`config.mk`:
```
export PLATFORM = sky130hd
export DESIGN_NAME = vsetvl_ctrl
export DESIGN_NICKNAME = d
export VERILOG_FILES = /design/src/rtl/vsetvl_ctrl.sv
export SDC_FILE = /design/constraint.sdc
export NUM_CORES = 1
export LEC_CHECK = 0
export BUFFER_PORTS_ARGS = -buffer_cell sky130_fd_sc_hd__buf_4
export CAP_MARGIN = 20
export CORE_ASPECT_RATIO = 1.2
export CORE_MARGIN = 2
export CORE_UTILIZATION = 25
export DETAILED_ROUTE_END_ITERATION = 7
export HOLD_SLACK_MARGIN = 0.06
export RECOVER_POWER = 100
export SLEW_MARGIN = 20
export SYNTH_ARGS = -nofsm -noshare
export SYNTH_HDL_FRONTEND = slang
export SYNTH_SLANG_ARGS = --single-unit
export TNS_END_PERCENT = 1
```
`constraint.sdc`:
```
create_clock -name i_clk -period 3.6 [get_ports i_clk]
set_input_delay 0.36 -clock i_clk [delete_from_list [all_inputs] [get_ports i_clk]]
set_output_delay 0.36 -clock i_clk [all_outputs]
set_load 0.005 [all_outputs]
```
`src/rtl/vsetvl_ctrl.sv`:
```
// Executes vsetvl-class requests: derives VLMAX from vtype, grants vl from the AVL source,
// writes vl/vtype into the vector register file and returns the granted vl to the scalar side.
module vsetvl_ctrl #(
    parameter int VLEN  = 128,
    parameter int AVL_W = 32,
    parameter int VL_W  = 9,
    parameter int VT_W  = 7
) (
    input  logic             i_clk,
    input  logic             i_rst,
    input  logic             i_req_valid,
    output logic             o_req_ready,
    input  logic [AVL_W-1:0] i_req_avl,
    input  logic [1:0]       i_req_avl_sel,
    input  logic [VT_W-1:0]  i_req_vtype,
    input  logic [VL_W-1:0]  i_cur_vl,
    output logic [VL_W-1:0]  o_vl_in,
    output logic             o_vl_wen,
    output logic [VT_W-1:0]  o_vtype_in,
    output logic             o_vtype_wen,
    output logic             o_rsp_valid,
    input  logic             i_rsp_ready,
    output logic [VL_W-1:0]  o_rsp_vl,
    output logic             o_rsp_vill,
    output logic [1:0]       o_dbg_state
);

    // Handshake: a transfer happens on a rising edge where valid && ready are both 1;
    // valid holds its payload stable until that edge and never depends on ready.
    typedef enum logic [1:0] {
        IDLE  = 2'd0,
        CALC  = 2'd1,
        WRITE = 2'd2,
        RESP  = 2'd3
    } state_t;

    state_t           r_state;
    state_t           w_next_state;
    logic [AVL_W-1:0] r_avl;
    logic [1:0]       r_avl_sel;
    logic [VT_W-1:0]  r_vtype;
    logic [VL_W-1:0]  r_cur_vl;
    logic [AVL_W-1:0] r_vlmax;
    logic             r_vill;
    logic [VL_W-1:0]  r_rsp_vl;
    logic             r_rsp_vill;

    logic [2:0]       w_vlmul;
    logic [2:0]       w_vsew;
    logic [AVL_W-1:0] w_base;
    logic [AVL_W-1:0] w_vlmax;
    logic             w_vill;
    logic [AVL_W-1:0] w_avl;
    logic [AVL_W-1:0] w_vl_full;
    logic [VL_W-1:0]  w_vl;

    assign w_vlmul = r_vtype[2:0];
    assign w_vsew  = r_vtype[5:3];
    assign w_base  = AVL_W'(VLEN) >> (32'd3 + 32'(w_vsew));

    always_comb begin
        w_vlmax = '0;
        if (w_vlmul < 3'd4) begin
            w_vlmax = w_base << w_vlmul;
        end else if (w_vlmul != 3'd4) begin
            w_vlmax = w_base >> (32'd8 - 32'(w_vlmul));
        end
        w_vill = (w_vsew > 3'd3) || (w_vlmul == 3'd4) || (w_vlmax == '0) || (r_avl_sel == 2'd3);
    end

    // Full-width compare so an oversized AVL saturates to VLMAX instead of wrapping.
    always_comb begin
        w_avl = r_vlmax;
        case (r_avl_sel)
            2'd0:    w_avl = r_avl;
            2'd2:    w_avl = AVL_W'(r_cur_vl);
            default: w_avl = r_vlmax;
        endcase
        w_vl_full = (w_avl < r_vlmax) ? w_avl : r_vlmax;
        w_vl      = VL_W'(w_vl_full);
    end

    always_comb begin
        w_next_state = r_state;
        case (r_state)
            IDLE:    if (i_req_valid) w_next_state = CALC;
            CALC:    w_next_state = WRITE;
            WRITE:   w_next_state = RESP;
            RESP:    if (i_rsp_ready) w_next_state = IDLE;
            default: w_next_state = IDLE;
        endcase
    end

    always_ff @(posedge i_clk or negedge i_rst) begin
        if (!i_rst) begin
            r_state    <= IDLE;
            r_avl      <= '0;
            r_avl_sel  <= '0;
            r_vtype    <= '0;
            r_cur_vl   <= '0;
            r_vlmax    <= '0;
            r_vill     <= 1'b0;
            r_rsp_vl   <= '0;
            r_rsp_vill <= 1'b0;
        end else begin
            r_state <= w_next_state;
            if (r_state == IDLE && i_req_valid) begin
                r_avl     <= i_req_avl;
                r_avl_sel <= i_req_avl_sel;
                r_vtype   <= i_req_vtype;
                r_cur_vl  <= i_cur_vl;
            end
            if (r_state == CALC) begin
                r_vlmax <= w_vlmax;
                r_vill  <= w_vill;
            end
            if (r_state == WRITE) begin
                r_rsp_vl   <= r_vill ? '0 : w_vl;
                r_rsp_vill <= r_vill;
            end
        end
    end

    always_comb begin
        o_req_ready = (r_state == IDLE);
        o_vl_wen    = (r_state == WRITE);
        o_vtype_wen = (r_state == WRITE);
        o_vl_in     = (r_state == WRITE && !r_vill) ? w_vl : '0;
        o_vtype_in  = (r_state == WRITE && !r_vill) ? r_vtype : '0;
        o_rsp_valid = (r_state == RESP);
        o_rsp_vl    = (r_state == RESP) ? r_rsp_vl : '0;
        o_rsp_vill  = (r_state == RESP) ? r_rsp_vill : 1'b0;
        o_dbg_state = r_state;
    end

endmodule
```
==> results.md, run 1 <==
* Ys flop type: dfrtp_1
* XOR/XNOR share of the synthesized area at 0.00427
* I/O Buffers at 85
* Global-route wire length before repair at 16.9 mm
* Crit path max-delay cell type: or4b_1
* Die ar. at approximately 17000 sq um
* Crit-path cells: buf_4 > mux2i_1 > o21ai_1 > ha_1 > or4b_1 > o22a_1 > a22oi_2 > and3_4 > buf_6 > o21ai_1 > buf_4
* Fmax at 293 MHz
* Number of global-route vias before repair at around 3400
* DRT Wirelength at 10.1 mm
* Cell family with most CP delay: simple AND/OR/NAND/NOR gates
* Starting Density at 0.254
* Yosys top cell area share at 0.457
* Clock Skews at between 5 and 6 ps
* Cts hold-fix bufs at 0
* Num rows at 51
* Final Max Tran Viols at 76
* Synth Instances at a little under 400
* Clk slew on worst S/H paths at about 60 ps
* Post-synthesis register bit count at 75
* Power Density at roughly 860 nW/um^2
* Core area at 16100 sq um
* Post-synthesis mux area share at 0.170
* Reg2Reg Depth at 10
* DR pass1 iterations at 4
* Post-Synth Simple-Gate Area at 0.140
* EDFF count, synth at 0
* Hold path start: i_req_avl[19]
* Worst slew margin at -0.249
* Status: complete, but fails checks
* CP max stage delay at around 470 ps
* Worst EP required at 3240 ps
* Failing checks: max-capacitance violations, max-slew violations
* Tightest Pin Transition at approximately 1900 ps
* CTS Root Cell: clkbuf_16
* Num CTS Buffers at 9
* Antenna cell count at 0
* Final net count at approximately 540
* GP Congestion at 0.782
* CP Data Arrival Time at 3060 ps
* Starting DRT DRC Count at around 120
* VDD IR max at 0.000279 V
* Estimated wirelength of the detail-placed design at 7.71 mm
* DRT antenna net count at 0
* H-tree depth at 3
* Pre-CTS WS at 301 ps
* CTS tree: yes
* Top cells by area, synth: dfrtp_1, mux2_2, ha_1
* Top routing layer used: met4
* Layout cells sized above 1 at 0.377
* Worst R2R End: r_rsp_vl[1]$_DFFE_PN0P_
* Remaining DRCs at 0
* WS Path Type: register to output pin
* Number of clock sinks at 75
* Synth warnings at 0
* Async SR Flop Fraction at 1.00
* Sequential-to-total area share from yosys stat at 0.457
* Post-synthesis adder-cell area fraction at 0.0518
* Total chip power at 4.52 mW
* Hold crit path type: input port to register
* Via count normalized by instance count at about 4.6
* Hold WS at 246 ps
* I/O pins at 86
* Post-synthesis net count at between 400 and 500
* Final number of setup-violating endpoints at 0
* Top cells by count, synth: dfrtp_1, mux2_2, nand2_1
* Cell area after synthesis at 4110 sq um
* Largest family of logic cells by synthesized area: multiplexers
* Hold path cells at 2
* WHS Endpoint: r_avl[19]$_DFFE_PN0P_
* Area Overhead vs Synth at 27.8%
* Worst setup margin at 181 ps
* Met3 WL at between 700 and 800 microns
* Drt wl/cell at roughly 15 microns
* Final Cycle Share at 0.950
* Most common cell in the netlist: dfrtp_1
* Reg2reg setup slack at between 800 and 900 ps
* Max Cap Viol at 1
* Compound-Gate Fraction of Synth Area at 0.121
* CP endpoint kind: output pin
* Max Buffers Root-to-Sink at 2
* Final Hold Fails at 0
* Initial antenna violation count at 0
* Worst Setup Start Kind: register
* DR WL met2 at approximately 4.7 mm
* Buf+Inv Stages, Crit Path at 3
* Gr usage total at 0.125
* Pleak at 2.31 nW
* Post-layout util at 0.325
* Cell taking the most area after synthesis: dfrtp_1
* Crit path max fanout at 16
* Horiz. Die Dim at 121 microns
* Reg2reg start: r_avl_sel[1]$_DFFE_PN0P_
* Vert. Die Dim at approximately 140 microns
* Clk_lat worst skew at 340 ps
* Yosys cell types at 54
* WL met1 at between 4 and 5 mm
* FILL cells at roughly 1700
* Syn Area/Cell at 10.6 sq um
* GR Overflow Total at 0
* Minimum clock period at 3420 ps
* Largest net degree at the start of global routing at between 70 and 80
* Vias at between 3000 and 4000
sequential cells by signal (all words and copies together) (netlist names):
register / cells
r_vtype: 7
r_rsp_vl: 9
r_cur_vl: 9
r_rsp_vill: 1
o_dbg_state: 2
r_vill: 1
r_avl_sel: 2
r_avl: 32
r_vlmax: 12
stage by stage:
stage          instance area (sq um)  TNS (ps)  cells
2_1_floorplan                   4110         0    389
3_3_place_gp                    4930         0    666
3_5_place_dp                    4930         0    666
4_1_cts                         5210         0    682
5_1_grt                         5250     -20.8    687
6_report                        5250         0    687
cell families after synthesis:
kind of cell | Yosys count
AOI/OAI and AO/OA | 69
xor gates and xnor gates | 2
and+or+nand+nor | 109
muxes | 63
DFF | 75
adders and majority gates | 17
buffers and inverters | 54
report_power, final:
| group | switching [mW] | leakage [nW] | internal [mW] |
|---|---|---|---|
| Combinational | 1.04 | 1.26 | 1.08 |
| Clock | 0.355 | 0.128 | 0.466 |
| Sequential | 0.368 | 0.918 | 1.21 |
repair_timing:
item / CTS / global route
buffers inserted: 0 / 5
resized for setup: 1 / 13
pin swaps: 0 / 2
setup endpoints to repair: 9 / 9
cell usage in the layout (no fill, tap or decap), drive strengths merged, types with 2 or more instances in the layout:
master    netlist  routed
and4            2       2
mux2i           8       8
buf            13      81
nand3           3       3
o22ai           5       5
nand2b          3       3
a22oi           3       3
clkinv          0       4
a31o            2       2
and2           14      14
and3            4       4
mux2           55      55
nand2          36      36
nor3            2       2
nand4b          8       8
a32o            2       2
a31oi           2       2
clkinvlp        0       2
a21o            4       4
o221ai          8       8
nor2           21      21
o21ai          24      24
inv            28      28
clkbuf         13      25
nor2b           4       4
nor4            6       6
ha             17      17
o32ai           3       3
a21oi           5       5
dfrtp          75      75
per-layer routing:
| layer | vias up | GRT usage |
|---|---|---|
| met2 | 74 | 0.201 |
| li1 | 1544 | - |
| met4 | 0 | 0.0520 |
| met5 | - | 0 |
| met3 | 16 | 0.0446 |
| met1 | 1520 | 0.150 |
worst max path at each step:
stage                                   from    endpoint  slack, ps  cells past startpoint
floorplan           r_avl_sel[1]$_DFFE_PN0P_  o_vl_in[0]        790                     10
global placement    r_avl_sel[1]$_DFFE_PN0P_  o_vl_in[7]        390                     10
detailed placement  r_avl_sel[1]$_DFFE_PN0P_  o_vl_in[3]        300                     10
CTS                 r_avl_sel[0]$_DFFE_PN0P_  o_vl_in[3]         30                      9
global route        r_avl_sel[1]$_DFFE_PN0P_  o_vl_in[2]         -8                     11
finish              r_avl_sel[1]$_DFFE_PN0P_  o_vl_in[6]        180                     11
area by class of cell:
type	count	area [sq um]	share of cell area
multi-input combinational	260	2010	0.383
sequential	75	1880	0.358
timing repair buffer	96	716	0.136
tap	212	265	0.0505
clock buffer	10	229	0.0436
inverter	28	105	0.0200
clock inverter	6	42.5	0.00810
Note: power is estimated with default switching activity, not from simulation.
==> inputs of run 2 (changes only) <==
--- a/config.mk
+++ b/config.mk
@@ -9,9 +9,10 @@
 export CAP_MARGIN = 20
 export CORE_ASPECT_RATIO = 1.2
 export CORE_MARGIN = 2
-export CORE_UTILIZATION = 25
+export CORE_UTILIZATION = 55
 export DETAILED_ROUTE_END_ITERATION = 7
 export HOLD_SLACK_MARGIN = 0.06
+export PLACE_DENSITY = 0.8
 export RECOVER_POWER = 100
 export SLEW_MARGIN = 20
 export SYNTH_ARGS = -nofsm -noshare
==> results.md, run 2 (synthesis gave the netlist of run 1 again) <==
* DR pass1 iterations at 5 (was 4)
* Top Registers: r_avl: 32 flops, r_vlmax: 12 flops (unchanged)
* Power Density at 877 nW/um^2 (was 861 nW/um^2)
* Max Buffers Root-to-Sink at 2 (unchanged)
* Num CTS Buffers at 9 (unchanged)
* H-tree depth at 3 (unchanged)
* CP endpoint kind: output pin (unchanged)
* Crit path max fanout at 11 (was 16)
* Remaining DRCs at 0 (unchanged)
* Initial antenna violation count at 0 (unchanged)
* Final number of setup-violating endpoints at 0 (unchanged)
* Starting DRT DRC Count at 183 (was 124)
* I/O pins at 86 (unchanged)
* Commonest non-fill, non-tap cell in the layout: buf_4 (unchanged)
* Global-route wire length before repair at 15.3 mm (was 16.9 mm)
* GR Overflow Total at 0 (unchanged)
* Most frequent cells in the layout: buf_4, dfrtp_1, mux2_2 (unchanged)
* Via count normalized by instance count at 5.67 (was 4.59)
* DRT Wirelength at 8.97 mm (was 10.1 mm)
* Tightest Pin Transition at 1780 ps (was 1870 ps)
* Final Max Tran Viols at 108 (was 76)
* Clk_lat worst skew at 350 ps (was 340 ps)
* Area Overhead vs Synth at 22.4% (was 27.8%)
* Vert. Die Dim at 98.7 microns (was 144 microns)
* Starting Density at 0.568 (was 0.254)
* Number of clock sinks at 75 (unchanged)
* Die ar. at 8180 sq um (was 17500 sq um)
* VDD IR max at 0.000512 V (was 0.000279 V)
* Num rows at 34 (was 51)
* CP Data Arrival Time at 3040 ps (was 3060 ps)
* WS Path Type: register to output pin (unchanged)
* FILL cells at 591 (was 1669)
* Horiz. Die Dim at 82.9 microns (was 121 microns)
* CTS Root Cell: clkbuf_8 (was clkbuf_16)
* Fmax at 294 MHz (was 293 MHz)
* Minimum clock period at 3400 ps (was 3420 ps)
* Failing checks: max-capacitance violations, max-slew violations (unchanged)
* Hold WS at 236 ps (was 246 ps)
* Clk slew on worst S/H paths at 80 ps (was 60 ps)
* Layout cells sized above 1 at 0.369 (was 0.377)
* Status: complete, but fails checks (unchanged)
* Drt wl/cell at 16.0 microns (was 14.8 microns)
* Final net count at 537 (was 541)
* Final Cycle Share at 0.946 (was 0.950)
* Clock Skews at 8.31 ps (was 5.94 ps)
* Final Hold Fails at 0 (unchanged)
* Max reg flops at 32 (unchanged)
* Estimated wirelength of the detail-placed design at 6.70 mm (was 7.71 mm)
* Antenna cell count at 0 (unchanged)
* Worst Setup Start Kind: register (unchanged)
* GP Congestion at 0.895 (was 0.782)
* Largest Register: r_avl (unchanged)
* Number of global-route vias before repair at 3271 (was 3383)
* DRT antenna net count at 0 (unchanged)
* Max Cap Viol at 2 (was 1)
* Pleak at 2.29 nW (was 2.31 nW)
* Core area at 7230 sq um (was 16100 sq um)
* Worst EP required at 3240 ps (about the same)
* Largest net degree at the start of global routing at 76 (unchanged)
* Setup TNS at 0 ps (unchanged)
* CTS tree: yes (unchanged)
* Worst slew margin at -0.188 (was -0.249)
* Vias at 3180 (was 3154)
* Gr usage total at 0.229 (was 0.125)
* Hold crit path type: input port to register (unchanged)
* Total chip power at 4.41 mW (was 4.52 mW)
* I/O Buffers at 85 (unchanged)
run 2: cell types whose count changed in the layout (fill, tap and decap cells not counted), moves of 3 or more:
cell	change
clkbuf_16	-9
clkbuf_8	+9
bufinv_16	+3
o21ai_0	+6
o21ai_1	-6
run 2: critical path: stages (launching register included):
cell	delay, ps
dfrtp_2	500
buf_4	180
mux2i_1	110
o21ai_0	250
ha_1	290
and3_1	160
a221o_1	320
a22oi_2	240
a41oi_1	220
nor3_1	270
buf_4	150
run 2: through the flow:
stage               worst slack [ps]  instances  area, sq um  utilization
floorplan                        787        389         4110            -
global placement                 398        541         4760        0.658
detailed placement               261        542         4780        0.661
CTS                            0.314        558         5020        0.694
global route                   -3.68        561         5020        0.695
finish                           196        561         5020        0.695
run 2: layer usage:
metal | GRT usage | part of all wire
met5 | 0 | 0
met4 | 0.0618 | 0.011
met3 | 0.0553 | 0.071
met2 | 0.391 | 0.49
met1 | 0.292 | 0.43
run 2: worst paths after layout:
check                      cells past startpoint                  startpoint  slack, ps                  endpoint
setup / recovery                              10    r_avl_sel[1]$_DFFE_PN0P_        200                o_vl_in[0]
hold / removal                                 2              i_req_vtype[6]        240    r_vtype[6]$_DFFE_PN0P_
setup reg to reg                               5  o_dbg_state[0]$_DFFE_PN0P_        380      r_avl[7]$_DFFE_PN0P_
hold reg to reg                                1      r_vtype[6]$_DFFE_PN0P_        500    r_vtype[6]$_DFFE_PN0P_
max in group asynchronous                      1                       i_rst       1940  r_avl_sel[0]$_DFFE_PN0P_
min in group asynchronous                      1                       i_rst        470    r_rsp_vill$_DFFE_PN0P_
run 2: area by class of cell:
type                    count  area (sq um)  area share
clock buffers              10           128      0.0254
clock inverters             6           113      0.0224
inverters                  28           105      0.0209
multi-input cells         260          2000       0.399
flip-flops and latches     75          1880       0.374
well taps                  90           113      0.0224
repair buffers             92           684       0.136
run 2: power breakdown:
group / internal (mW) / leakage [nW] / switching (mW)
Combinational: 1.03 / 1.25 / 1.02
Sequential: 1.21 / 0.918 / 0.365
Clock: 0.463 / 0.121 / 0.318
run 2: what timing repair did:
| action | in CTS | in global routing |
|---|---|---|
| setup endpoints to repair | 8 | 9 |
| buffers inserted | 0 | 3 |
| resized for setup | 1 | 2 |
| hold buffers | 0 | 0 |
==> inputs of run 3 (changes only) <==
--- a/config.mk
+++ b/config.mk
@@ -5,14 +5,14 @@
 export SDC_FILE = /design/constraint.sdc
 export NUM_CORES = 1
 export LEC_CHECK = 0
-export BUFFER_PORTS_ARGS = -buffer_cell sky130_fd_sc_hd__buf_4
 export CAP_MARGIN = 20
 export CORE_ASPECT_RATIO = 1.2
 export CORE_MARGIN = 2
-export CORE_UTILIZATION = 55
+export CORE_UTILIZATION = 60
 export DETAILED_ROUTE_END_ITERATION = 7
+export DONT_BUFFER_PORTS = 1
 export HOLD_SLACK_MARGIN = 0.06
-export PLACE_DENSITY = 0.8
+export PLACE_DENSITY = 0.76
 export RECOVER_POWER = 100
 export SLEW_MARGIN = 20
 export SYNTH_ARGS = -nofsm -noshare
==> constraint.sdc (replaced) <==
create_clock -name i_clk -period 3.25 [get_ports i_clk]
set_input_delay 0.325 -clock i_clk [delete_from_list [all_inputs] [get_ports i_clk]]
set_output_delay 0.325 -clock i_clk [all_outputs]
set_load 0.005 [all_outputs]
==> results.md, run 3 (synthesis gave the netlist of run 1 again) <==
* Largest net degree at the start of global routing at 76 (unchanged)
* Minimum clock period at around 3200 ps
* Crit-path cells: buf_6 > mux2i_1 > o21ai_1 > ha_1 > and3_4 > a221o_1 > a22oi_2 > and3_4 > buf_12 > o21ai_1 (was buf_4 > mux2i_1 > o21ai_0 > ha_1 > and3_1 > a221o_1 > a22oi_2 > a41oi_1 > nor3_1 > buf_4)
* Hold crit path type: input port to register (unchanged)
* Final Hold Fails at 0 (unchanged)
* Cell family with most CP delay: compound AO/OA/AOI/OAI gates (unchanged)
* Post-layout util at 0.668 (was 0.695)
* I/O pins at 86 (unchanged)
* Area Overhead vs Synth at 9.54% (was 22.4%)
* Estimated wirelength of the detail-placed design at 6.23 mm (was 6.70 mm)
* Starting DRT DRC Count at 313 (was 183)
* Core area at 6730 sq um (was 7230 sq um)
* Final net count at 462 (was 537)
* CTS Root Cell: clkbuf_8 (unchanged)
* DR pass1 iterations at 7 (was 5)
* Number of global-route vias before repair at 2857 (was 3271)
* CTS tree: yes (unchanged)
* Worst EP required at 2920 ps (was 3240 ps)
* Final Non-Filler Cells at 483 (was 561)
* Number of clock sinks at 75 (unchanged)
* Horiz. Die Dim at 79.5 microns (was 82.9 microns)
* H-tree depth at 3 (unchanged)
* Crit path max-delay cell type: dfrtp_2 (unchanged)
* Via count normalized by instance count at 6.04 (was 5.67)
* Pre-CTS WS at 180 ps (was 261 ps)
* DRT Wirelength at 8.74 mm (was 8.97 mm)
* Largest Register: r_avl (unchanged)
* Drt wl/cell at 18.1 microns (was 16.0 microns)
* Global-route wire length before repair at 13.8 mm (was 15.3 mm)
* Crit path max fanout at 15 (was 11)
* Starting Density at 0.610 (was 0.568)
* Num CTS Buffers at 9 (unchanged)
* DRT antenna net count at 0 (unchanged)
* CP max stage delay at 490 ps (was 500 ps)
* Pleak at 1.90 nW (was 2.29 nW)
* Top Registers: r_avl: 32 flops, r_vlmax: 12 flops (unchanged)
* Clock Skews at 6.68 ps (was 8.31 ps)
* Post-Place Cells at 457 (was 542)
* VDD IR max at 0.000683 V (was 0.000512 V)
* Status: complete, but fails checks (unchanged)
* Die ar. at 7520 sq um (was 8180 sq um)
* Tightest Pin Transition at 1820 ps (was 1780 ps)
* CP Data Arrival Time at 2880 ps (was 3040 ps)
* Buf+Inv Stages, Crit Path at 2 (unchanged)
* Clk_lat worst skew at 350 ps (about the same)
* Remaining DRCs at 0 (unchanged)
* RSZ-0062 raised after global routing: true
* Initial antenna violation count at 0 (unchanged)
* Max reg flops at 32 (unchanged)
* Gr usage total at 0.240 (was 0.229)
* Failing checks: max-capacitance violations, max-slew violations (unchanged)
* Vert. Die Dim at 94.6 microns (was 98.7 microns)
* Final Cycle Share at 0.987
* Antenna cell count at 0 (unchanged)
* Worst Setup Start Kind: register (unchanged)
* Final number of setup-violating endpoints at 0 (unchanged)
* GP Congestion at 0.939 (was 0.895)
* Power Density at 1100 nW/um^2 (was 877 nW/um^2)
* Vias at 2916 (was 3180)
* Final Max Tran Viols at 76 (was 108)
* Num rows at 33 (was 34)
* Design area at 4500 sq um (was 5020 sq um)
* GR Overflow Total at 0 (unchanged)
* Max Cap Viol at 1 (was 2)
* Max Buffers Root-to-Sink at 2 (unchanged)
* Layout cells sized above 1 at 0.275 (was 0.369)
* Commonest non-fill, non-tap cell in the layout: dfrtp_1 (was buf_4)
* Most frequent cells in the layout: dfrtp_1, mux2_2, nand2_1 (was buf_4, dfrtp_1, mux2_2)
* CP endpoint kind: output pin (unchanged)
* I/O Buffers at 0 (was 85)
* Worst slew margin at -0.213 (was -0.188)
* Clk slew on worst S/H paths at 80 ps (about the same)
* WS Path Type: register to output pin (unchanged)
* Placed cell areas at 4150 sq um (was 4780 sq um)
* Worst setup margin at 41.8 ps (was 196 ps)
* Fmax at 312 MHz
[run 3: final timing paths]
kind                                           from                          to  slack (ps)  cells past startpoint
min                                     i_cur_vl[8]     r_cur_vl[8]$_DFFE_PN0P_         120                      1
max                        r_avl_sel[1]$_DFFE_PN0P_                  o_vl_in[4]          40                     10
min reg2reg                  r_vtype[6]$_DFFE_PN0P_      r_vtype[6]$_DFFE_PN0P_         500                      1
min in group asynchronous                     i_rst  o_dbg_state[1]$_DFFE_PN0P_         990                      2
max reg2reg                r_avl_sel[1]$_DFFE_PN0P_     r_rsp_vl[3]$_DFFE_PN0P_         430                     11
max in group asynchronous                     i_rst    r_avl_sel[1]$_DFFE_PN0P_        1030                      2
[run 3: timing repair]
action,in CTS,in global routing
endpoints found under the hold margin,75,0
resized for setup,3,26
hold buffers,2,0
gates cloned,0,0
pin swaps,0,6
setup endpoints to repair,9,9
setup buffers,2,6
[run 3: area by class of cell]
cell class                      count  area, sq um
Timing Repair Buffer               17          129
Fill cell                         537         2230
Clock buffer                       11          151
Tap cell                           87          109
Inverter                           28          105
Clock inverter                      5         60.1
Multi-Input combinational cell    260         2060
Sequential cell                    75         1880
[run 3: where the power goes]
part	switching (mW)	internal, mW	total, mW
Clock	0.354	0.399	0.753
Sequential	0.410	1.34	1.75
Combinational	1.22	1.23	2.45
[run 3: worst reg2reg max path, stage by stage (launching register included)]
cell and delay, ps:
dfrtp_2 490, buf_6 170, mux2i_1 120, o21ai_1 230, ha_1 280, and3_4 190, a221o_1 330, a22oi_2 270
and3_4 240, buf_12 140, buf_4 130, o221ai_1 100
[run 3: routing by layer]
layer | global-route usage | up-vias | routed length (microns)
met5 | 0 | - | 0
met4 | 0.0761 | 0 | 122
met3 | 0.0793 | 13 | 653
met2 | 0.377 | 107 | 4250
met1 | 0.315 | 1414 | 3720
li1 | - | 1382 | -
[run 3: metrics by stage]
step / hold WS [ps] / setup TNS [ps] / total power [mW]
floorplan: 29.4 / 0 / 3.45
global placement: 31.5 / 0 / 3.75
detailed placement: 31.5 / 0 / 3.85
CTS: 108 / 0 / 4.66
global route: 101 / -549 / 5.33
finish: 121 / 0 / 4.95
